<file path="src/rtl/wta_spike_decoder_if.sv">
// rtl/wta_spike_decoder_if.sv - result handshake bundle for the winner-take-all spike decoder
interface wta_spike_decoder_if #(
  parameter int NUM_CH = 4,
  parameter int CNT_W  = 8
);
  localparam int IDX_W = (NUM_CH > 1) ? $clog2(NUM_CH) : 1;

  logic             out_valid;
  logic             out_ready;
  logic [IDX_W-1:0] winner;
  logic [CNT_W-1:0] winner_count;
  logic             tie;
  logic             no_spike;

  modport master (
    output out_valid,
    output winner,
    output winner_count,
    output tie,
    output no_spike,
    input  out_ready
  );

  modport slave (
    input  out_valid,
    input  winner,
    input  winner_count,
    input  tie,
    input  no_spike,
    output out_ready
  );
endinterface

</file>
<file path="src/rtl/wta_spike_decoder.sv">
// rtl/wta_spike_decoder.sv - windowed per-channel spike counter with sequential winner arbitration
// Optional: WTA_DEC_AUTO_RESTART_EN re-arms the window after each accepted result.
module wta_spike_decoder #(
  parameter int NUM_CH = 4,
  parameter int CNT_W  = 8,
  parameter int WIN_W  = 8
) (
  input  logic                clk,
  input  logic                rst,
  input  logic [NUM_CH-1:0]   spike_in,
  input  logic [WIN_W-1:0]    window_len,
  input  logic                start,
  output logic                busy,
  wta_spike_decoder_if.master res
);
  localparam int IDX_W = (NUM_CH > 1) ? $clog2(NUM_CH) : 1;
  localparam logic [CNT_W-1:0] CNT_MAX  = {CNT_W{1'b1}};
  localparam logic [IDX_W-1:0] LAST_IDX = IDX_W'(NUM_CH - 1);

  typedef enum logic [1:0] {IDLE, COUNT, ARBITRATE, HOLD} state_t;

  state_t           state;
  logic [CNT_W-1:0] cnt [NUM_CH];
  logic [WIN_W:0]   win_cnt;
  logic [IDX_W-1:0] scan_idx;
  logic [IDX_W-1:0] best_idx;
  logic [CNT_W-1:0] best_cnt;
  logic             best_tie;
  logic [IDX_W-1:0] nb_idx;
  logic [CNT_W-1:0] nb_cnt;
  logic             nb_tie;
  logic [CNT_W-1:0] cur_cnt;
`ifdef WTA_DEC_AUTO_RESTART_EN
  logic [WIN_W-1:0] win_len_q;
`endif

  // A zero length selects the full 2^WIN_W window, hence the extra counter bit.
  function automatic logic [WIN_W:0] eff_window(input logic [WIN_W-1:0] len);
    eff_window = (len == '0) ? {1'b1, {WIN_W{1'b0}}} : {1'b0, len};
  endfunction

  // Running best after folding in the channel currently being scanned.
  always_comb begin
    cur_cnt = cnt[scan_idx];
    nb_idx  = best_idx;
    nb_cnt  = best_cnt;
    nb_tie  = best_tie;
    if (scan_idx == '0) begin
      nb_idx = '0;
      nb_cnt = cur_cnt;
      nb_tie = 1'b0;
    end else if (cur_cnt > best_cnt) begin
      nb_idx = scan_idx;
      nb_cnt = cur_cnt;
      nb_tie = 1'b0;
    end else if (cur_cnt == best_cnt) begin
      nb_tie = 1'b1;
    end
  end

  always_ff @(posedge clk) begin
    if (rst) begin
      state            <= IDLE;
      busy             <= 1'b0;
      win_cnt          <= '0;
      scan_idx         <= '0;
      best_idx         <= '0;
      best_cnt         <= '0;
      best_tie         <= 1'b0;
      res.out_valid    <= 1'b0;
      res.winner       <= '0;
      res.winner_count <= '0;
      res.tie          <= 1'b0;
      res.no_spike     <= 1'b0;
      for (int i = 0; i < NUM_CH; i++) cnt[i] <= '0;
`ifdef WTA_DEC_AUTO_RESTART_EN
      win_len_q        <= '0;
`endif
    end else begin
      case (state)
        IDLE: begin
          if (start) begin
            for (int i = 0; i < NUM_CH; i++) cnt[i] <= '0;
            win_cnt <= eff_window(window_len);
            busy    <= 1'b1;
            state   <= COUNT;
`ifdef WTA_DEC_AUTO_RESTART_EN
            win_len_q <= window_len;
`endif
          end
        end
        COUNT: begin
          for (int i = 0; i < NUM_CH; i++) begin
            if (spike_in[i] && (cnt[i] != CNT_MAX)) cnt[i] <= cnt[i] + CNT_W'(1);
          end
          win_cnt <= win_cnt - (WIN_W+1)'(1);
          if (win_cnt == (WIN_W+1)'(1)) begin
            scan_idx <= '0;
            state    <= ARBITRATE;
          end
        end
        ARBITRATE: begin
          best_idx <= nb_idx;
          best_cnt <= nb_cnt;
          best_tie <= nb_tie;
          scan_idx <= scan_idx + IDX_W'(1);
          if (scan_idx == LAST_IDX) begin
            res.winner       <= nb_idx;
            res.winner_count <= nb_cnt;
            res.tie          <= nb_tie;
            res.no_spike     <= (nb_cnt == '0);
            res.out_valid    <= 1'b1;
            state            <= HOLD;
          end
        end
        HOLD: begin
          if (res.out_ready) begin
            res.out_valid <= 1'b0;
`ifdef WTA_DEC_AUTO_RESTART_EN
            for (int i = 0; i < NUM_CH; i++) cnt[i] <= '0;
            win_cnt <= eff_window(win_len_q);
            state   <= COUNT;
`else
            busy    <= 1'b0;
            state   <= IDLE;
`endif
          end
        end
        default: state <= IDLE;
      endcase
    end
  end
endmodule

</file>
<file path="src/flat_wrapper.sv">
// flat-port wrapper written by rule: the top's interface ports become plain ports
module wta_spike_decoder_flat 
#(
  parameter int NUM_CH = 4,
  parameter int CNT_W  = 8,
  parameter int WIN_W  = 8
)
  (clk, rst, spike_in, window_len, start, busy, res_out_valid, res_winner, res_winner_count, res_tie, res_no_spike, res_out_ready);
  wta_spike_decoder_if #(.NUM_CH(NUM_CH), .CNT_W(CNT_W)) res_i ();
  input  logic clk;
  input  logic rst;
  input  logic [NUM_CH-1:0] spike_in;
  input  logic [WIN_W-1:0] window_len;
  input  logic start;
  output logic busy;
  output wire logic [$bits(res_i.out_valid)-1:0] res_out_valid;
  output wire logic [$bits(res_i.winner)-1:0] res_winner;
  output wire logic [$bits(res_i.winner_count)-1:0] res_winner_count;
  output wire logic [$bits(res_i.tie)-1:0] res_tie;
  output wire logic [$bits(res_i.no_spike)-1:0] res_no_spike;
  input wire logic [$bits(res_i.out_ready)-1:0] res_out_ready;
  assign res_out_valid = res_i.out_valid;
  assign res_winner = res_i.winner;
  assign res_winner_count = res_i.winner_count;
  assign res_tie = res_i.tie;
  assign res_no_spike = res_i.no_spike;
  assign res_i.out_ready = res_out_ready;
  wta_spike_decoder #(.NUM_CH(NUM_CH), .CNT_W(CNT_W), .WIN_W(WIN_W)) u_core (.clk(clk), .rst(rst), .spike_in(spike_in), .window_len(window_len), .start(start), .busy(busy), .res(res_i));
endmodule
</file>
<file path="config.mk">
export PLATFORM = sky130hd
export DESIGN_NAME = wta_spike_decoder_flat
export DESIGN_NICKNAME = d
export VERILOG_FILES = /design/src/rtl/wta_spike_decoder_if.sv /design/src/rtl/wta_spike_decoder.sv /design/src/flat_wrapper.sv
export SDC_FILE = /design/constraint.sdc
export NUM_CORES = 1
export LEC_CHECK = 0
export CAP_MARGIN = 20
export CORE_ASPECT_RATIO = 1.75
export CORE_UTILIZATION = 50
export CTS_CLUSTER_DIAMETER = 40
export DETAILED_ROUTE_END_ITERATION = 12
export PLACE_DENSITY = 0.73
export SYNTH_ARGS = -nofsm -noshare
export SYNTH_HDL_FRONTEND = slang
export SYNTH_SLANG_ARGS = --single-unit
export TNS_END_PERCENT = 20
</file>
<file path="constraint.sdc">
create_clock -name clk -period 3.15 [get_ports clk]
set_clock_uncertainty 0.15 [all_clocks]
set_input_delay 0.315 -clock clk [delete_from_list [all_inputs] [get_ports clk]]
set_output_delay 0.315 -clock clk [all_outputs]
set_load 0.01 [all_outputs]
</file>
Yosys cells after proc, flatten, opt, wreduce, memory -nomap -nowiden
Memory sizes are Yosys's and may differ from the RTL's. A register that Yosys moved wholly into a read port is not among the register bits.
Index checks and enable logic that the tools add are counted.
{"block": "op_classes", "n_mul": 0, "n_addsub": 6, "n_bitwise": 8, "shift": 0, "mux": 54, "eq_ne": 14, "div_mod_pow": 0, "order_cmp": 1, "n_reduce_logical": 18}
{"operator": "$mux 8", "count": 10}
{"operator": "$add 8x1->8 const B", "count": 4}
{"operator": "$ne 8x8->1 const B", "count": 4}
{"operator": "$mux 1", "count": 28}
{"operator": "$mux 2", "count": 9}
{"operator": "$mux 9", "count": 2}
{"operator": "$pmux 9 s2", "count": 1}
{"operator": "$logic_not 8->1", "count": 2}
{"operator": "$eq 9x1->1 const B", "count": 1}
{"operator": "$sub 9x1->9 const B", "count": 1}
{"operator": "$eq 8x8->1", "count": 1}
{"operator": "$gt 8x8->1", "count": 1}
{"operator": "$or 1x1->1", "count": 8}
{"operator": "$pmux 2 s4", "count": 1}
{"operator": "$reduce_bool 2->1", "count": 4}
{"operator": "$eq 2x2->1 const B", "count": 3}
{"operator": "$reduce_and 2->1", "count": 3}
{"operator": "$reduce_and 3->1", "count": 2}
{"operator": "$logic_and 1x1->1", "count": 4}
{"operator": "$logic_not 2->1", "count": 2}
{"operator": "$ne 2x1->1 const B", "count": 2}
{"operator": "$ne 2x2->1 const B", "count": 2}
{"operator": "$pmux 1 s2", "count": 2}
{"operator": "$pmux 2 s2", "count": 1}
{"operator": "3 further kinds", "count": 3}
{"block": "word_totals", "word_cells": 114, "out_inout_bits": 14, "inputBits": 16, "mem_count": 1, "romBits": 0, "ff_bits": 38, "latchBits": 0, "mem_bits_rw": 32}
{"memory": "u_core.cnt", "depth": 4, "word_bits": 8, "read_ports": 5, "rd_clocked_by_memory_dff": 1, "write_ports": 4, "line": "wta_spike_decoder.sv:23", "rtl": "logic [CNT_W-1:0] cnt [NUM_CH];"}

Longest topological paths before layout
Gate-level depths: netlist of run 1.
{"block": "depth", "ltp_word": 7, "mapped_depth": 11, "mapped_depth_nobuf": 9}

Worst setup path before layout of run 1
No wires, ideal clock.
{"block": "synth_path", "kind": "register to register", "from": "register with a tool-made name", "to": "register u_core.res.no_spike", "slack_ns": 0.172, "path_buffers": 2, "period_less_slack_ns": 2.978, "t_required_ns": 2.914, "setup_ns": 0.086, "path_stages_with_launch": 11, "t_arrival_ns": 2.741, "path_cell_list": "dfxtp_1 > buf_6 > mux4_1 > ha_1 > nand4_1 > nor2_1 > a21oi_1 > nor3_1 > buf_2 > a32oi_1 > a221oi_2"}
{"element": "end signal, assigned", "line": "wta_spike_decoder.sv:111", "rtl": "res.no_spike <= (nb_cnt == '0);"}
{"element": "end, declared", "line": "wta_spike_decoder_if.sv:20", "rtl": "output no_spike,"}

==> metrics.md, run 1 <==
| Metric | Value |
|---|---|
| Leak Pwr | `around 1.7 nW` |
| Hold Path Class | `reg2reg` |
| DRT Pass-1 Iters | `4` |
| Top Ports | `30` |
| Worst Hold End | `u_core.res.winner[1]` |
| Worst-Skew Late Latency | `between 300 and 400 ps` |
| Status | `finished, final reports clean` |
| Worst path bufs/invs | `2` |
| First-pass GRT wire length | `around 14000 µm` |
| Detailed router's first-iteration violation count | `between 150 and 200` |
| Core area | `about 7600 µm²` |
| Critical path's slowest cell | `mux4_2` |
| Async S/R FF share, synth | `0%` |
| Final WS setup | `135 ps` |
| Synth Flop Type | `dfxtp_1` |
| Vias per cell | `slightly below 6` |
| Post-synth top area share | `between 20% and 30%` |
| Ys Warns | `0` |
| Post-synthesis cell type count | `between 50 and 60` |
| CP required | `3200 ps` |
| Via count | `roughly 3100` |
| Layout Nets | `a little under 500` |
| Final Power | `approximately 0.0035 W` |
| RR Endpoint | `u_core.best_cnt[0]` |
| Post-synth EDFFs | `24` |
| Routed WL | `between 8000 and 9000 µm` |
| Reg2Reg Depth | `10` |
| Mapped Area | `3900 µm²` |
| R2r setup slk | `between 100 and 150 ps` |
| Worst-path cell chain | `mux4_2 -> ha_1 -> nand4_1 -> nor2_4 -> a21oi_1 -> buf_4 -> o31ai_4 -> buf_2 -> mux2i_1 -> nor2_1` |
| Syn_area_per_cell | `roughly 9.4 µm²` |
| Most frequent cell after synthesis | `nor2_1` |
| Crit path kind | `reg2reg` |
| TNS Setup | `0 ps` |
| Site Rows | `42` |
| RR Startpoint | `u_core.cnt[0][5]` |
| Area growth syn-to-layout | `18.5%` |
| Sink Count | `between 70 and 80` |
| Share of layout cells above drive strength 1 | `a little under a tenth` |
| Die Y | `~120 µm` |
| Final antenna-violating net count | `0` |
| GRT Util Overall | `around 23%` |
| CTS tree | `built` |
| Post-Syn Instances | `around 410` |
| Seq/Total Area, Yosys | `a little over two fifths` |
| Peak Freq | `between 0.3 and 0.4 GHz` |
| Hold path start | `u_core.res.winner[1]` |
| Largest net degree at the start of global routing | `between 40 and 50` |
| Period utilization | `a little over nine tenths` |
| Final instance area | `approximately 4600 µm²` |
| Worst Setup End Kind | `flip-flop` |
| Ant. Diodes | `0` |
| Htree depth | `3` |
| Number of buffers created by CTS | `9` |
| Max Buffers Root-to-Sink | `2` |
| Initial Utilization | `51.5%` |
| Worst vdd ir | `0.527 mV` |
| Vias in the first global route | `roughly 3000` |
| Routability Congestion | `slightly above 0.8` |
| Arr. time, crit path | `3070 ps` |
| Die area | `around 8200 µm²` |
| FF+latch count, synth | `72` |
| Yosys top cell by area | `dfxtp_1` |
| Fin crit period | `approximately 3000 ps` |
| # DRC | `0` |
| Top post-synthesis cells by count | `nor2_1 (73), dfxtp_1 (48), nand2_1 (30), edfxtp_1 (24), inv_1 (24)` |
| PortBufs | `29` |
| Initial antenna violation count | `0` |
| Pwr Density | `between 700 and 800 nW/µm²` |
| Worst Hold Path Cells | `2` |
| Finish-stage setup viols | `0` |
| Largest cells by area after synthesis | `dfxtp_1 (25%), edfxtp_1 (18%), nor2_1 (7.0%)` |
| Hold Vio Cnt, Final | `0` |
| Crit-path leading delay family | `multiplexers` |
| DP Wirelength | `about 6400 µm` |
| Die Width | `68.7 µm` |
| Reg clk slew, reported paths | `50 ps` |
| Max-slew headroom | `53.1%` |
| CP max stage delay | `560 ps` |
| Worst slew pin tran | `between 600 and 700 ps` |
| # Max-Cap Violations | `0` |
| Fin. max-slew vios | `0` |
| RSZ-0062 raised after global routing | `false` |
| Wire per inst | `between 15 and 20 µm` |
| Congestion Overflow GR | `0` |
| Final design utilization | `between 60% and 70%` |
| Root Driver | `clkbuf_16` |
| Syn nets | `449` |
| Maximum fanout along the worst path | `4` |
| Place WS | `-79.8 ps` |
| Placed Area | `~4300 µm²` |
| Crit start category | `flip-flop` |
[cell families (layout without fill, tap and decap cells)]
kind of cell               count (synthesis)  count (layout)  synth area share [%]
adders and majority gates                 20              20                  6.42
buffers and inverters                     40              80                  4.11
muxes                                     28              28                  10.2
DFF                                       72              72                  43.2
AOI/OAI and AO/OA                         73              73                  12.6
xor gates and xnor gates                  25              25                  5.62
and+or+nand+nor                          155             155                  17.8
[worst reg2reg max path: stages, from the launching register on]
cell and delay [ps]:
edfxtp_1 490, mux4_2 560, ha_1 330, nand4_1 200, nor2_4 190, a21oi_1 90
buf_4 160, o31ai_4 250, buf_2 230, mux2i_1 200, nor2_1 50
[final cells by class]
cell class	instances	area [µm²]
tap	88	110
clock buffer	15	268
sequential	72	1690
fill	662	2950
inverter	25	93.8
multi-input combinational	301	2080
timing repair buffer	40	383
[where the power goes]
group / internal [W] / total (W) / switching, W / leakage [nW]
clock: 0.000573 / 0.000928 / 0.000355 / 0.130
sequential: 0.00114 / 0.00133 / 0.000187 / 0.652
combinational: 0.000543 / 0.00127 / 0.000732 / 0.943
[cells in the final DEF, fill, tap and decap left out, types with 9 or more instances in the layout]
cell type        count
inv_1               24
dfxtp_1             47
nand2_1             30
xor2_1              19
mux2i_1             20
clkbuf_16            9
o21ai_0              9
ha_1                20
a211oi_1            11
nor2_1              72
edfxtp_1            24
nand3_1             18
buf_4                9
clkdlybuf4s50_1     29
a21oi_1             22
[sequential cells by signal, indices dropped and copies added (netlist names), named ones only]
signal                   flops
u_core.best_idx              2
u_core.scan_idx              2
u_core.win_cnt               9
u_core.best_tie              1
u_core.state                 2
u_core.best_cnt              8
u_core.res.winner            2
u_core.res.tie               1
u_core.res.no_spike          1
u_core.res.out_valid         1
u_core.res.winner_count      8
u_core.busy                  1
u_core.cnt                  32
[worst max path at each step]
stage                startpoint             endpoint  cells after the start  slack, ps
2_1_floorplan         flip-flop  u_core.res.no_spike                     10        170
3_3_place_gp          flip-flop  u_core.res.no_spike                      9         30
3_5_place_dp          flip-flop  u_core.res.no_spike                      9        -80
4_1_cts               flip-flop  u_core.res.no_spike                      9         40
5_1_grt        u_core.cnt[3][1]  u_core.res.no_spike                      9          4
6_report       u_core.cnt[0][5]   u_core.best_cnt[0]                     10        130
[through the flow]
step           instances  hold WS (ps)
3_3_place_gp         523           292
2_1_floorplan        413           291
5_1_grt              541           347
6_report             541           305
3_5_place_dp         523           300
4_1_cts              538           307
[per-layer routing]
layer | share of wire (%) | global-route usage (%) | up-vias
li1 | - | - | 1558
met3 | 3.5 | 5.12 | 14
met4 | 2.5 | 12.1 | 0
met2 | 56 | 42.0 | 75
met1 | 38 | 23.2 | 1477
met5 | 0 | 0 | -
[timing repair]
item | in CTS | in global routing
gates cloned | 0 | 1
pin swaps | 0 | 2
setup endpoints to repair | 9 | 10
setup buffers | 0 | 2
resized for setup | 1 | 10
hold buffers | 0 | 0
(Power assumes the default switching activity.)
==> run 2, diff against run 1 <==
- CTS_BUF_LIST: unset -> sky130_fd_sc_hd__clkbuf_4 sky130_fd_sc_hd__clkbuf_8
- SKIP_LAST_GASP: unset -> 1
==> run 2 against run 1 <==
Combinational power barely moved. Register-to-register slack barely moved. Final cell count did not move. Core utilization fell by 1.1 points. Sequential power barely moved. Sequential share of layout area rose by 0.70 points. First-iteration DRC count fell by 5.0%. Clock-buffer cell count did not move.
==> metrics.md, run 2 (synthesized netlist as in run 1, its figures left out) <==
| Metric | Value |
|---|---|
| WHS | `306 ps (was 305 ps)` |
| Largest net degree at the start of global routing | `41 (unchanged)` |
| Final instance area | `4530 µm² (was 4620 µm²)` |
| Finish-stage setup viols | `0 (unchanged)` |
| PortBufs | `29 (unchanged)` |
| DP Wirelength | `6420 µm (unchanged)` |
| Site Rows | `42 (unchanged)` |
| Congestion Overflow GR | `0 (unchanged)` |
| # Max-Cap Violations | `0 (unchanged)` |
| Via count | `3103 (was 3124)` |
| Layout Nets | `485 (unchanged)` |
| Final antenna-violating net count | `0 (unchanged)` |
| DRT Pass-1 Iters | `4 (unchanged)` |
| Detailed router's first-iteration violation count | `170 (was 179)` |
| Crit start category | `flip-flop (unchanged)` |
| CP required | `3270 ps (was 3200 ps)` |
| Worst slew pin tran | `686 ps (was 698 ps)` |
| Final Power | `0.00328 W (was 0.00353 W)` |
| Commonest non-fill, non-tap cell in the layout | `nor2_1 (unchanged)` |
| Maximum fanout along the worst path | `12 (was 4)` |
| Largest regs | `u_core.cnt: 32 flops, u_core.win_cnt: 9 flops (unchanged)` |
| Layout filler cell count | `679 (was 662)` |
| Status | `finished, final reports clean (unchanged)` |
| Max-slew headroom | `54.0% (was 53.1%)` |
| Initial antenna violation count | `0 (unchanged)` |
| R2r setup slk | `130 ps (about the same)` |
| Pwr Density | `724 nW/µm² (was 764 nW/µm²)` |
| Placed Area | `4310 µm² (unchanged)` |
| Period utilization | `95.8% (was 95.7%)` |
| Arr. time, crit path | `3140 ps (was 3070 ps)` |
| Die Y | `119 µm (unchanged)` |
| Area growth syn-to-layout | `16.3% (was 18.5%)` |
| Worst Setup End Kind | `flip-flop (unchanged)` |
| Max reg flops | `32 (unchanged)` |
| Commonest cells after routing, fill and taps aside | `nor2_1 (72), dfxtp_1 (47), nand2_1 (30) (unchanged)` |
| Wire per inst | `16.1 µm (was 16.2 µm)` |
| # DRC | `0 (unchanged)` |
| Fin crit period | `3020 ps (about the same)` |
| Number of buffers created by CTS | `9 (unchanged)` |
| Vias in the first global route | `2971 (was 2980)` |
| Fin. max-slew vios | `0 (unchanged)` |
| Initial Utilization | `51.5% (unchanged)` |
| Reg2Reg Depth | `9 (was 10)` |
| Hold Vio Cnt, Final | `0 (unchanged)` |
| RSZ-0062 raised after global routing | `false (unchanged)` |
| Share of layout cells above drive strength 1 | `10.2% (was 9.27%)` |
| GRT Util Overall | `23.1% (was 23.2%)` |
| Reg clk slew, reported paths | `70 ps (was 50 ps)` |
| Worst-Skew Late Latency | `350 ps (was 330 ps)` |
| Hold Path Class | `reg2reg (unchanged)` |
| Core area | `7570 µm² (unchanged)` |
| Final design utilization | `59.9% (was 61.0%)` |
| Htree depth | `3 (unchanged)` |
| Die Width | `68.7 µm (unchanged)` |
| First-pass GRT wire length | `13600 µm (was 13700 µm)` |
| Vias per cell | `5.74 (was 5.77)` |
| Worst vdd ir | `0.416 mV (was 0.527 mV)` |
| RR Endpoint | `u_core.res.no_spike (was u_core.best_cnt[0])` |
| Leak Pwr | `1.69 nW (was 1.72 nW)` |
| Crit path capture | `u_core.res.no_spike (was u_core.best_cnt[0])` |
| Max Buffers Root-to-Sink | `2 (unchanged)` |
| Die area | `8160 µm² (unchanged)` |
| Ant. Diodes | `0 (unchanged)` |
| CTS Hold Bufs | `0 (unchanged)` |
| Sink Count | `72 (unchanged)` |
| Top Ports | `30 (unchanged)` |
| Top reg by flops | `u_core.cnt (unchanged)` |
| Peak Freq | `0.331 GHz (was 0.332 GHz)` |
| CTS tree | `built (unchanged)` |
| Crit path kind | `reg2reg (unchanged)` |
| Routability Congestion | `0.823 (unchanged)` |
| Root Driver | `clkbuf_8 (was clkbuf_16)` |
| Routed WL | `8730 µm (was 8740 µm)` |
run 2: changes by cell type in the layout (fill, tap and decap cells not counted):
cell	change
clkbuf_1	-4
clkbuf_16	-9
clkbuf_4	+4
clkbuf_8	+9
run 2: stage by stage:
stage / setup slack [ps] / TNS, ps / instances
floorplan: 172 / 0 / 413
global placement: 29.0 / 0 / 523
detailed placement: -79.8 / -91.9 / 523
CTS: 34.8 / 0 / 538
global route: 6.86 / 0 / 541
finish: 131 / 0 / 541
run 2: critical path, cell delays in order (launching register included):
cell and delay, ps:
dfxtp_4 420, buf_4 130, mux4_2 540, ha_1 300, nand4_1 190, a211oi_2 320
nor3_2 90, buf_12 160, or3_1 390, a221oi_2 240
run 2: area by class of cell:
class | count | area (µm²) | share of cell area (%)
multi-input combinational | 301 | 2080 | 45.9
tap | 88 | 110 | 2.43
clock buffer | 15 | 181 | 4.00
inverter | 25 | 93.8 | 2.07
sequential | 72 | 1690 | 37.2
timing repair buffer | 40 | 383 | 8.45
run 2: where the power goes:
group	internal [W]	switching (W)
Sequential	0.00114	0.000186
Clock	0.000361	0.000323
Combinational	0.000543	0.000728
run 2: worst min path at each step:
stage | start | to | slack [ps] | depth (start not counted)
finish | u_core.res.winner[1] | u_core.res.winner[1] | 310 | 2
global route | u_core.res.tie | u_core.res.tie | 350 | 2
CTS | u_core.res.winner[1] | u_core.res.winner[1] | 310 | 2
detailed placement | u_core.res.winner[1] | u_core.res.winner[1] | 300 | 2
global placement | u_core.res.tie | u_core.res.tie | 290 | 2
floorplan | u_core.best_idx[1] | u_core.best_idx[1] | 290 | 2
run 2: metal layers:
metal / part of all wire [%] / GRT usage, %
met5: 0 / 0
met4: 2.6 / 10.8
met3: 2.8 / 5.69
met2: 56 / 41.9
met1: 39 / 23.1
run 2: repair_timing:
action / in CTS / in global routing
gates cloned: 0 / 1
buffers inserted: 0 / 2
setup endpoints to repair: 9 / 11
gates resized for setup: 1 / 10
pin swaps: 0 / 2
